### config.mk
export PLATFORM = sky130hd
export DESIGN_NAME = aes_result_unloader
export DESIGN_NICKNAME = d
export VERILOG_FILES = /design/src/rtl/aes_result_unloader.sv
export SDC_FILE = /design/constraint.sdc
export NUM_CORES = 1
export LEC_CHECK = 0
export ABC_AREA = 1
export BUFFER_PORTS_ARGS = -buffer_cell sky130_fd_sc_hd__buf_2
export CAP_MARGIN = 10
export CORE_MARGIN = 5
export CORE_UTILIZATION = 30
export DETAILED_ROUTE_END_ITERATION = 7
export GPL_ROUTABILITY_DRIVEN = 0
export PLACE_DENSITY = 0.47
export SLEW_MARGIN = 25
export SYNTH_ARGS = -nofsm -noshare
export SYNTH_HDL_FRONTEND = slang
export SYNTH_SLANG_ARGS = --single-unit
### constraint.sdc
create_clock -name clk -period 14 [get_ports clk]
set_clock_uncertainty 0.1 [all_clocks]
set_input_delay 2.8 -clock clk [delete_from_list [all_inputs] [get_ports clk]]
set_output_delay 2.8 -clock clk [all_outputs]
set_load 0.03 [all_outputs]
### src/rtl/aes_result_unloader.sv
// AES result unloader: captures the core state on each controller done pulse
// into a small block FIFO and streams every block out as words over
// valid/ready, most significant word first. The controller cannot be stalled,
// so a done that finds the FIFO full (with no pop in the same cycle) is
// dropped and recorded in a sticky overflow flag.
module aes_result_unloader #(
   parameter int DATA_W = 128,
   parameter int WORD_W = 32,
   parameter int DEPTH  = 2
) (
   input  logic                    clk,
   input  logic                    rst,
   input  logic                    done,
   input  logic [DATA_W-1:0]       state_in,
   input  logic                    out_ready,
   output logic                    out_valid,
   output logic [WORD_W-1:0]       out_data,
   output logic                    out_last,
   output logic [$clog2(DEPTH):0]  fill,
   output logic                    overflow
);

   localparam int NWORDS = DATA_W / WORD_W;
   localparam int AW     = $clog2(DEPTH);
   localparam int KW     = (NWORDS > 1) ? $clog2(NWORDS) : 1;
   localparam int FW     = AW + 1;
   localparam logic [KW-1:0] K_LAST    = KW'(NWORDS - 1);
   localparam logic [FW-1:0] FILL_FULL = FW'(DEPTH);

   logic [DATA_W-1:0] mem [DEPTH];
   logic [AW-1:0]     wr_ptr;
   logic [AW-1:0]     rd_ptr;
   logic [KW-1:0]     word_idx;
   logic [DATA_W-1:0] head;
   logic [WORD_W-1:0] words [NWORDS];
   logic              xfer;
   logic              pop;
   logic              push;

   // Handshake decode; a push into a full FIFO is legal when the head pops in the same cycle.
   always_comb begin
      out_valid = (fill != '0);
      xfer      = out_valid & out_ready;
      pop       = xfer & (word_idx == K_LAST);
      push      = done & ((fill != FILL_FULL) | pop);
   end

   // Output word mux straight from FIFO storage; word 0 is the top slice of the block.
   always_comb begin
      head = mem[rd_ptr];
      for (int i = 0; i < NWORDS; i++) begin
         words[i] = head[DATA_W-1-i*WORD_W -: WORD_W];
      end
      out_data = out_valid ? words[word_idx] : '0;
      out_last = out_valid & (word_idx == K_LAST);
   end

   // Block storage; contents need no reset since pointers and fill define validity.
   always_ff @(posedge clk) begin
      if (!rst && push) begin
         mem[wr_ptr] <= state_in;
      end
   end

   // Pointers, occupancy, word index and sticky overflow.
   always_ff @(posedge clk) begin
      if (rst) begin
         wr_ptr   <= '0;
         rd_ptr   <= '0;
         word_idx <= '0;
         fill     <= '0;
         overflow <= 1'b0;
      end else begin
         if (push) begin
            wr_ptr <= wr_ptr + AW'(1);
         end
         if (pop) begin
            rd_ptr <= rd_ptr + AW'(1);
         end
         if (xfer) begin
            word_idx <= pop ? '0 : word_idx + KW'(1);
         end
         case ({push, pop})
            2'b10:   fill <= fill + FW'(1);
            2'b01:   fill <= fill - FW'(1);
            default: fill <= fill;
         endcase
         if (done && !push) begin
            overflow <= 1'b1;
         end
      end
   end

endmodule

==> results_dict.tcl, run 1 <==
set metrics [dict create \
    outcome "finished clean" \
    fillers 3433 \
    htree_levels 1 \
    nets 1095 \
    drt_pass1_iterations 4 \
    clk_pin_slew_ns 0.06 \
    p_clk_share_pct 37.8 \
    worstPathRequired_ns 11.10 \
    syn_area_per_cell_sq_um 12.9 \
    grt_util_met2_pct 24.6 \
    layout-drive-gt1-share_pct 22.0 \
    min_period_over_period_pct 47.0 \
    tightest_slew_ns 0.980 \
    cts-root-buf "clkbuf_16" \
    slew_headroom_pct 34.7 \
    numCtsBuffers 29 \
    yosys.area.top_type "edfxtp_1" \
    port_buffers 168 \
    cts_tree "built" \
    grt.overflow.total 0 \
    hold_violations 0 \
    placed_cell_area_sq_mm 0.0116 \
    timing.fmax_ghz 0.152 \
    dp_slack_ns 7.90 \
    ys_ff_latch 264 \
    ant_nets 0 \
    setup_viol 0 \
    clk_path_buf_depth 3 \
    worstPathMaxFanout 68 \
    yosysWarnings 0 \
    ff_latch_area_sq_mm 0.00785 \
    power_frac_comb_pct 9.8 \
    wl_per_cell_um 19.8 \
    rsz0062_at_grt "false" \
    die_h_um 196 \
    start_util_pct 30.2 \
    gr-usage-all-layers_pct 14.2 \
    dieArea_sq_mm 0.0386 \
    ir_worst_vdd_mv 0.0762 \
    end_kind "output port" \
    netlist_instances 805 \
    avgViaCountPerCell 4.73 \
    clock-sinks 264 \
    via_count 6802 \
    setup_tns_ns 0 \
    antenna_found_initial 8 \
    synth.top_cells.by_area "edfxtp_1 74%, nor2_1 8.3%, o21ai_0 5.9%" \
    worstSkewPairLatency_ns 0.52 \
    cts.repair.resized 0 \
    min_path_type "flip-flop to flip-flop" \
    synth_top_area_share_pct 73.8 \
    criticalPathCategory "flip-flop to output port" \
    drc_errors 0 \
    cp.arrival_ns 3.68 \
    period_needed_ns 6.58 \
    die_w_um 196 \
    grt_max_degree 97 \
    hpwl_um 17900 \
    post-cts-setup-buffer-count 0 \
    p_seq_share_pct 52.4 \
    p_per_area_mw_per_mm2 141 \
    startpoint_type "flip-flop" \
    core.rowCount 68 \
    synth-seq-area-share_pct 75.3 \
    switchingPower_mw 0.418 \
    wirelength_um 28500 \
    hold_buffers 0 \
    synth-edff-count 256 \
    synth_ff_type "edfxtp_1" \
    cap_violations 0 \
    netSwitchingFraction_pct 23.9 \
    grt_busiest_layer "met2" \
    first_global_vias 6857 \
    grt_util_met1_pct 18.4 \
    coreArea_sq_mm 0.0345 \
    maxSlewViolCount 0 \
    area_delta_synth_final_pct 19.1 \
    reg2reg_from "word_idx[0]" \
    finalInstanceArea_sq_mm 0.0124 \
    drt_iter0_drc 422 \
    p_leak_nw 4.43 \
    ys_async_sr_fraction_pct 0 \
    synth.cell_area_sq_mm 0.0104 \
    min_from "wr_ptr" \
    pin_count 169 \
    timing.final.ws_setup_ns 7.42 \
    intPower_mw 1.33 \
    synthDistinctLibCells 26 \
    grt_pass1_wl_um 41800 \
    multi_input_area_sq_mm 0.00223 \
    grt_util_met3_pct 3.15 \
    syn-num-nets 938 \
]
layer usage:
layer	vias to the layer above	routed length [um]
met5	-	27
met1	3316	11900
met2	194	14300
met3	50	1650
met4	4	647
li1	3238	-
critical path, stage by stage (launching register included):
cell and delay (ns):
dfxtp_4 0.60, clkinv_2 0.79, buf_4 0.63, o21ai_0 0.56, o211ai_1 0.16, nand2_1 0.10, nor2_1 0.06, buf_2 0.17
cells by family (layout without fill, tap and decap cells):
kind of cell	after synthesis	after routing	share of synthesized area, %
AOI/OAI and AO/OA	201	201	10.9
other	0	2	0
adders and majority gates	1	1	0.120
buffers and inverters	59	235	3.41
and+or+nand+nor	279	279	10.2
DFF	264	264	75.3
xor gates and xnor gates	1	1	0.0841
power by group through the flow:
stage                     clock, mW  combinational [mW]  sequential [mW]
after floorplan                   0              0.0997            0.937
after global placement            0               0.175            0.931
after detailed placement          0               0.176            0.932
after CTS                     0.683               0.176            0.915
after global routing          0.715               0.188            0.918
final                         0.661               0.171            0.915
cells in the final DEF (no fill, tap or decap):
| cell | synthesis | routed |
|---|---|---|
| o22ai_1 | 32 | 32 |
| a211oi_1 | 1 | 1 |
| nand2_1 | 40 | 40 |
| o21a_1 | 1 | 1 |
| dfxtp_1 | 8 | 5 |
| nor3_2 | 0 | 1 |
| buf_2 | 13 | 168 |
| nor2_4 | 0 | 1 |
| nor2_1 | 231 | 230 |
| clkbuf_16 | 0 | 29 |
| clkinv_2 | 0 | 3 |
| clkbuf_1 | 14 | 9 |
| buf_6 | 13 | 1 |
| clkinv_1 | 0 | 10 |
| edfxtp_1 | 256 | 256 |
| a21oi_1 | 5 | 5 |
| o21ai_0 | 123 | 123 |
| nand4_1 | 1 | 1 |
| dfxtp_4 | 0 | 1 |
| inv_1 | 7 | 7 |
| dfxtp_2 | 0 | 2 |
| ha_1 | 1 | 1 |
| o21ai_1 | 7 | 7 |
| nand2_2 | 1 | 1 |
| xor2_1 | 1 | 1 |
| buf_4 | 4 | 8 |
| nand3_1 | 4 | 4 |
| nand3_2 | 1 | 1 |
| diode_2 | 0 | 2 |
| o211ai_1 | 32 | 32 |
layout make-up:
class / count / share of cell area (%)
clock inverter: 12 / 0.383
timing repair buffer: 177 / 7.35
inverter: 8 / 0.252
clock buffer: 38 / 6.12
multi-input combinational: 482 / 18.0
sequential: 264 / 63.3
tap: 455 / 4.59
antenna: 2 / 0.0403
sequential cells by signal, indices dropped and copies added (netlist names), named ones only:
name,cells
fill,2
mem,256
overflow,1
rd_ptr,1
word_idx,2
wr_ptr,1
cell usage after synthesis (all sizes together), types with 5 or more instances:
| cell | count |
|---|---|
| clkbuf | 18 |
| nand3 | 5 |
| edfxtp | 256 |
| dfxtp | 8 |
| o22ai | 32 |
| nand2 | 41 |
| o21ai | 130 |
| a21oi | 5 |
| nor2 | 231 |
| buf | 33 |
| inv | 8 |
| o211ai | 32 |
metrics by stage:
| stage | hold WS (ns) | util, % | instances | power [mW] |
|---|---|---|---|---|
| floorplan | 0.351 | - | 805 | 1.04 |
| global placement | 0.373 | 33.6 | 1386 | 1.11 |
| detailed placement | 0.375 | 33.6 | 1386 | 1.11 |
| CTS | 0.385 | 36.0 | 1436 | 1.77 |
| global route | 0.419 | 36.0 | 1438 | 1.82 |
| finish | 0.388 | 36.0 | 1438 | 1.75 |
final timing paths:
path | to | slack (ns) | cells after the start
worst max-delay path | out_data[17] | 7.42 | 7
worst min-delay path | wr_ptr | 0.39 | 2
worst max register to register | mem[0][36] | 9.27 | 8
worst min register to register | wr_ptr | 0.39 | 2
Power figures use the tool's default switching activity.
==> inputs of run 2 (changes only) <==
--- a/config.mk
+++ b/config.mk
@@ -5,7 +5,7 @@
 export SDC_FILE = /design/constraint.sdc
 export NUM_CORES = 1
 export LEC_CHECK = 0
-export ABC_AREA = 1
+export ABC_AREA = 0
 export BUFFER_PORTS_ARGS = -buffer_cell sky130_fd_sc_hd__buf_2
 export CAP_MARGIN = 10
 export CORE_MARGIN = 5
==> constraint.sdc (replaced) <==
create_clock -name clk -period 6.81 [get_ports clk]
set_clock_uncertainty 0.1 [all_clocks]
set_input_delay 1.362 -clock clk [delete_from_list [all_inputs] [get_ports clk]]
set_output_delay 1.362 -clock clk [all_outputs]
set_load 0.03 [all_outputs]
==> results_dict.tcl, run 2 <==
set metrics [dict create \
    outcome "finished clean" \
    drc_errors 0 \
    wirelength_um 23400 \
    cap_violations 0 \
    dieArea_sq_mm 0.0384 \
    nets 896 \
    antenna_found_initial 3 \
    grt_pass1_wl_um 35800 \
    netlist_instances 600 \
    placed_cell_area_sq_mm 0.0117 \
    post-cts-setup-buffer-count 0 \
    via_count 5842 \
    finalInstanceArea_sq_mm 0.0125 \
    yosys.area.top_type "edfxtp_1" \
    clock-sinks 264 \
    drt_pass1_iterations 4 \
    maxSlewViolCount 0 \
    top_register "mem" \
    wl_per_cell_um 18.9 \
    setup_tns_ns 0 \
    gr-usage-all-layers_pct 11.8 \
    fillers 3348 \
    syn_area_per_cell_sq_um 17.3 \
    slowest_stage "dfxtp_4" \
    area_delta_synth_final_pct 20.4 \
    criticalPathCategory "flip-flop to output port" \
    start_util_pct 30.2 \
    synth_ff_type "edfxtp_1" \
    netSwitchingFraction_pct 22.6 \
    dp.cells 1186 \
    path_cells "buf_4 > mux2i_1 > a22o_1 > nor4_1 > buf_2" \
    yosys-top-cells-count "256 x edfxtp_1, 65 x nor2b_1, 64 x mux2i_1" \
    core.rowCount 68 \
    grt_max_degree 87 \
    end_kind "output port" \
    synthDistinctLibCells 34 \
    tightest_slew_ns 1.00 \
    pin_count 169 \
    instances_no_fill 1237 \
    synth.cell_area_sq_mm 0.0104 \
    clk_pin_slew_ns 0.06 \
    final_common_cell "edfxtp_1" \
    power_frac_comb_pct 7.7 \
    synth-edff-count 256 \
    die_h_um 196 \
    first_global_vias 6004 \
    synth.top_cells.by_area "edfxtp_1 74%, mux2i_1 6.2%, nor2b_1 3.9%" \
    port_buffers 168 \
    timing.hold.ws_ns 0.370 \
    setup_viol 0 \
    numCtsBuffers 29 \
    layout-drive-gt1-share_pct 28.4 \
    diodes 0 \
    final_cell_mix "256 x edfxtp_1, 168 x buf_2, 64 x nor2b_1, 64 x mux2i_1, 33 x a2111oi_0" \
    worstSkewPairLatency_ns 0.54 \
    p_seq_share_pct 53.6 \
    cts_tree "built" \
    grt.overflow.total 0 \
    startpoint_type "flip-flop" \
    slowest_delay_ns 0.99 \
    cts.repair.resized 0 \
    intPower_mw 2.72 \
    avgViaCountPerCell 4.72 \
    cts-root-buf "clkbuf_16" \
    finalPower_mw 3.52 \
    synth-seq-area-share_pct 75.6 \
    synth_top_area_share_pct 74.0 \
    ys_async_sr_fraction_pct 0 \
    worstPathRequired_ns 5.35 \
    p_per_area_mw_per_mm2 281 \
    yosysMostFrequentCell "edfxtp_1" \
    hold_buffers 0 \
    ir_worst_vdd_mv 0.202 \
    drt_iter0_drc 305 \
    fin_util_pct 36.4 \
    reg_top3 "mem x256, fill x2, word_idx x2" \
    timing.final.ws_setup_ns 2.28 \
    syn-num-nets 733 \
    htree_levels 1 \
    dp_slack_ns 2.74 \
    switchingPower_mw 0.794 \
    rsz0062_at_grt "false" \
    ant_nets 0 \
    p_clk_share_pct 38.8 \
    p_leak_nw 4.13 \
    yosysWarnings 0 \
    clk_path_buf_depth 3 \
    cp.arrival_ns 3.06 \
    coreArea_sq_mm 0.0344 \
    hold_violations 0 \
    largest_register_ffs 256 \
    ys_ff_latch 264 \
    min_period_over_period_pct 66.5 \
    hpwl_um 14400 \
    worstPathMaxFanout 77 \
    slew_headroom_pct 33.2 \
    die_w_um 196 \
    min_path_type "flip-flop to flip-flop" \
    timing.fmax_ghz 0.221 \
    period_needed_ns 4.53 \
]
==> run 2: logic make-up (layout without fill, tap and decap cells) <==
family | after synthesis | in the layout | share of synthesized area, %
and+or+nand+nor | 113 | 113 | 6.83
muxes | 64 | 64 | 6.17
buffers and inverters | 47 | 229 | 2.65
xor gates and xnor gates | 2 | 2 | 0.169
DFF | 264 | 264 | 75.6
adders and majority gates | 1 | 1 | 0.120
AOI/OAI and AO/OA | 109 | 109 | 8.47
==> run 2: critical path, delay by kind of cell, from the launching register on <==
family          cells  cell delay [ns]
mux                 1             0.14
compound gates      1             0.27
simple gates        1             0.28
flops               1             0.99
buf+inv             2             0.80
==> run 2: area by class of cell <==
cell class	count	area, sq um	area share [%]
Inverter	3	11.3	0.0901
Sequential cell	264	7850	62.8
Tap cell	455	569	4.55
Multi-Input combinational cell	289	2300	18.4
Timing Repair Buffer	176	953	7.63
Clock inverter	13	56.3	0.450
Clock buffer	37	756	6.05
==> run 2: final timing paths <==
check | from | endpoint | slack [ns] | depth (start not counted)
worst min-delay path | overflow | overflow | 0.37 | 2
worst max register to register | word_idx[0] | mem[1][44] | 3.52 | 5
worst min register to register | overflow | overflow | 0.37 | 2
worst max-delay path | flip-flop | out_data[19] | 2.28 | 5
==> run 2: layer usage <==
metal  global-route usage [%]  routed length [um]  vias up
li1                         -                   -     2767
met4                     3.15                 619        6
met2                     19.6               11200      141
met5                        0                  28        -
met1                     16.0               10500     2889
met3                     2.25                1050       39
==> run 2: power by group through the flow <==
stage | logic, mW | registers [mW] | clock network, mW
after floorplan | 0.156 | 1.91 | 0
after global placement | 0.268 | 1.92 | 0
after detailed placement | 0.275 | 1.92 | 0
after CTS | 0.276 | 1.89 | 1.41
after global routing | 0.296 | 1.89 | 1.48
final | 0.269 | 1.88 | 1.36
==> inputs of run 3 (changes only) <==
--- a/config.mk
+++ b/config.mk
@@ -12,7 +12,7 @@
 export CORE_UTILIZATION = 30
 export DETAILED_ROUTE_END_ITERATION = 7
 export GPL_ROUTABILITY_DRIVEN = 0
-export PLACE_DENSITY = 0.47
+export PLACE_DENSITY = 0.48
 export SLEW_MARGIN = 25
 export SYNTH_ARGS = -nofsm -noshare
 export SYNTH_HDL_FRONTEND = slang
==> constraint.sdc (replaced) <==
create_clock -name clk -period 4 [get_ports clk]
set_clock_uncertainty 0.1 [all_clocks]
set_input_delay 0.8 -clock clk [delete_from_list [all_inputs] [get_ports clk]]
set_output_delay 0.8 -clock clk [all_outputs]
set_load 0.03 [all_outputs]
==> results_dict.tcl, run 3 (synthesis gave the netlist of run 2 again) <==
set metrics [dict create \
    outcome "finished clean" \
    cap_violations 0 \
    worstSkewPairLatency_ns 0.53 \
    timing.fmax_ghz 0.286 \
    via_count 5843 \
    setup_viol 0 \
    dieArea_sq_mm 0.0384 \
    cts-root-buf "clkbuf_16" \
    cp.arrival_ns 2.60 \
    maxSlewViolCount 0 \
    finalPower_mw 6.00 \
    min_period_over_period_pct 87.5 \
    nets 912 \
    p_leak_nw 4.23 \
    period_needed_ns 3.50 \
    core.rowCount 68 \
    hpwl_um 15500 \
    worstPathMaxFanout 31 \
    tightest_slew_ns 0.841 \
    die_w_um 196 \
    pin_count 169 \
    timing.final.ws_setup_ns 0.499 \
    clk_path_buf_depth 3 \
    coreArea_sq_mm 0.0344 \
    grt_max_degree 69 \
    largest_register_ffs 256 \
    rsz0062_at_grt "false" \
    drt_iter0_drc 226 \
    antenna_found_initial 1 \
    grt_pass1_wl_um 36300 \
    final_common_cell "edfxtp_1" \
    hold_violations 0 \
    slew_headroom_pct 42.5 \
    min_path_type "primary input to flip-flop" \
    hold_buffers 0 \
    area_delta_synth_final_pct 22.5 \
    cts_tree "built" \
    timing.hold.ws_ns 0.355 \
    criticalPathCategory "flip-flop to output port" \
    wirelength_um 24300 \
    clk_pin_slew_ns 0.06 \
    numCtsBuffers 29 \
    drc_errors 0 \
    ir_worst_vdd_mv 0.335 \
    port_buffers 168 \
    drt_pass1_iterations 4 \
    top_register "mem" \
    finalInstanceArea_sq_mm 0.0127 \
    final_cell_mix "256 x edfxtp_1, 168 x buf_2, 64 x nor2b_1, 64 x mux2i_1, 33 x a2111oi_0" \
    layout-drive-gt1-share_pct 30.3 \
    p_per_area_mw_per_mm2 472 \
    dp_slack_ns 0.726 \
    avgViaCountPerCell 4.66 \
    start_util_pct 30.2 \
    ant_nets 0 \
    cts.repair.resized 0 \
    gr-usage-all-layers_pct 12.2 \
    post-cts-setup-buffer-count 0 \
    worstPathRequired_ns 3.10 \
    end_kind "output port" \
    reg_top3 "mem x256, fill x2, word_idx x2" \
    clock-sinks 264 \
    htree_levels 1 \
    die_h_um 196 \
    placed_cell_area_sq_mm 0.0119 \
    setup_tns_ns 0 \
    startpoint_type "flip-flop" \
    wl_per_cell_um 19.3 \
    grt.overflow.total 0 \
    first_global_vias 6140 \
]
## run 3: changes by cell type in the layout (fill, tap and decap cells not counted), sizes merged
cell	before	now
buf	176	192
clkbuf	37	42
clkinv	12	9
diode	0	1
inv	4	3
## run 3: path summary, 6_finish.rpt
path                                    from           end  slack [ns]  cells after the start
worst max-delay path               flip-flop  out_data[24]        0.50                      5
worst min-delay path            state_in[23]    mem[0][23]        0.36                      1
worst max register to register   word_idx[0]    mem[1][44]        1.09                      6
worst min register to register      overflow      overflow        0.37                      2
## run 3: worst max-delay path: stages (launching register included)
cell	delay [ns]
dfxtp_4	0.72
buf_12	0.27
nor2b_1	0.06
a2111oi_0	0.62
nor4_1	0.16
buf_2	0.22
## run 3: routing by layer
layer / vias to the layer above / GRT usage [%] / wire length, um
met2: 133 / 20.9 / 12000
met4: 2 / 2.82 / 521
li1: 2798 / - / -
met1: 2879 / 16.2 / 10700
met3: 31 / 2.30 / 1030
met5: - / 0 / 13
## run 3: layout make-up
cell class                 count  area [sq um]
clock inverter                 9          41.3
multi-input combinational    289          2330
inverter                       3          11.3
fill                        3271         21700
timing repair buffer         192          1140
clock buffer                  42           774
sequential                   264          7850
tap                          455           569
antenna                        1          2.50
## run 3: stage by stage
stage	cells	util [%]
4_1_cts	1253	36.9
2_1_floorplan	600	-
6_report	1255	37.0
3_5_place_dp	1202	34.6
5_1_grt	1254	37.0
3_3_place_gp	1200	34.5
## run 3: report_power, final
group          internal [mW]  switching [mW]
sequential              3.17          0.0324
clock                   1.33           0.990
combinational          0.164           0.319
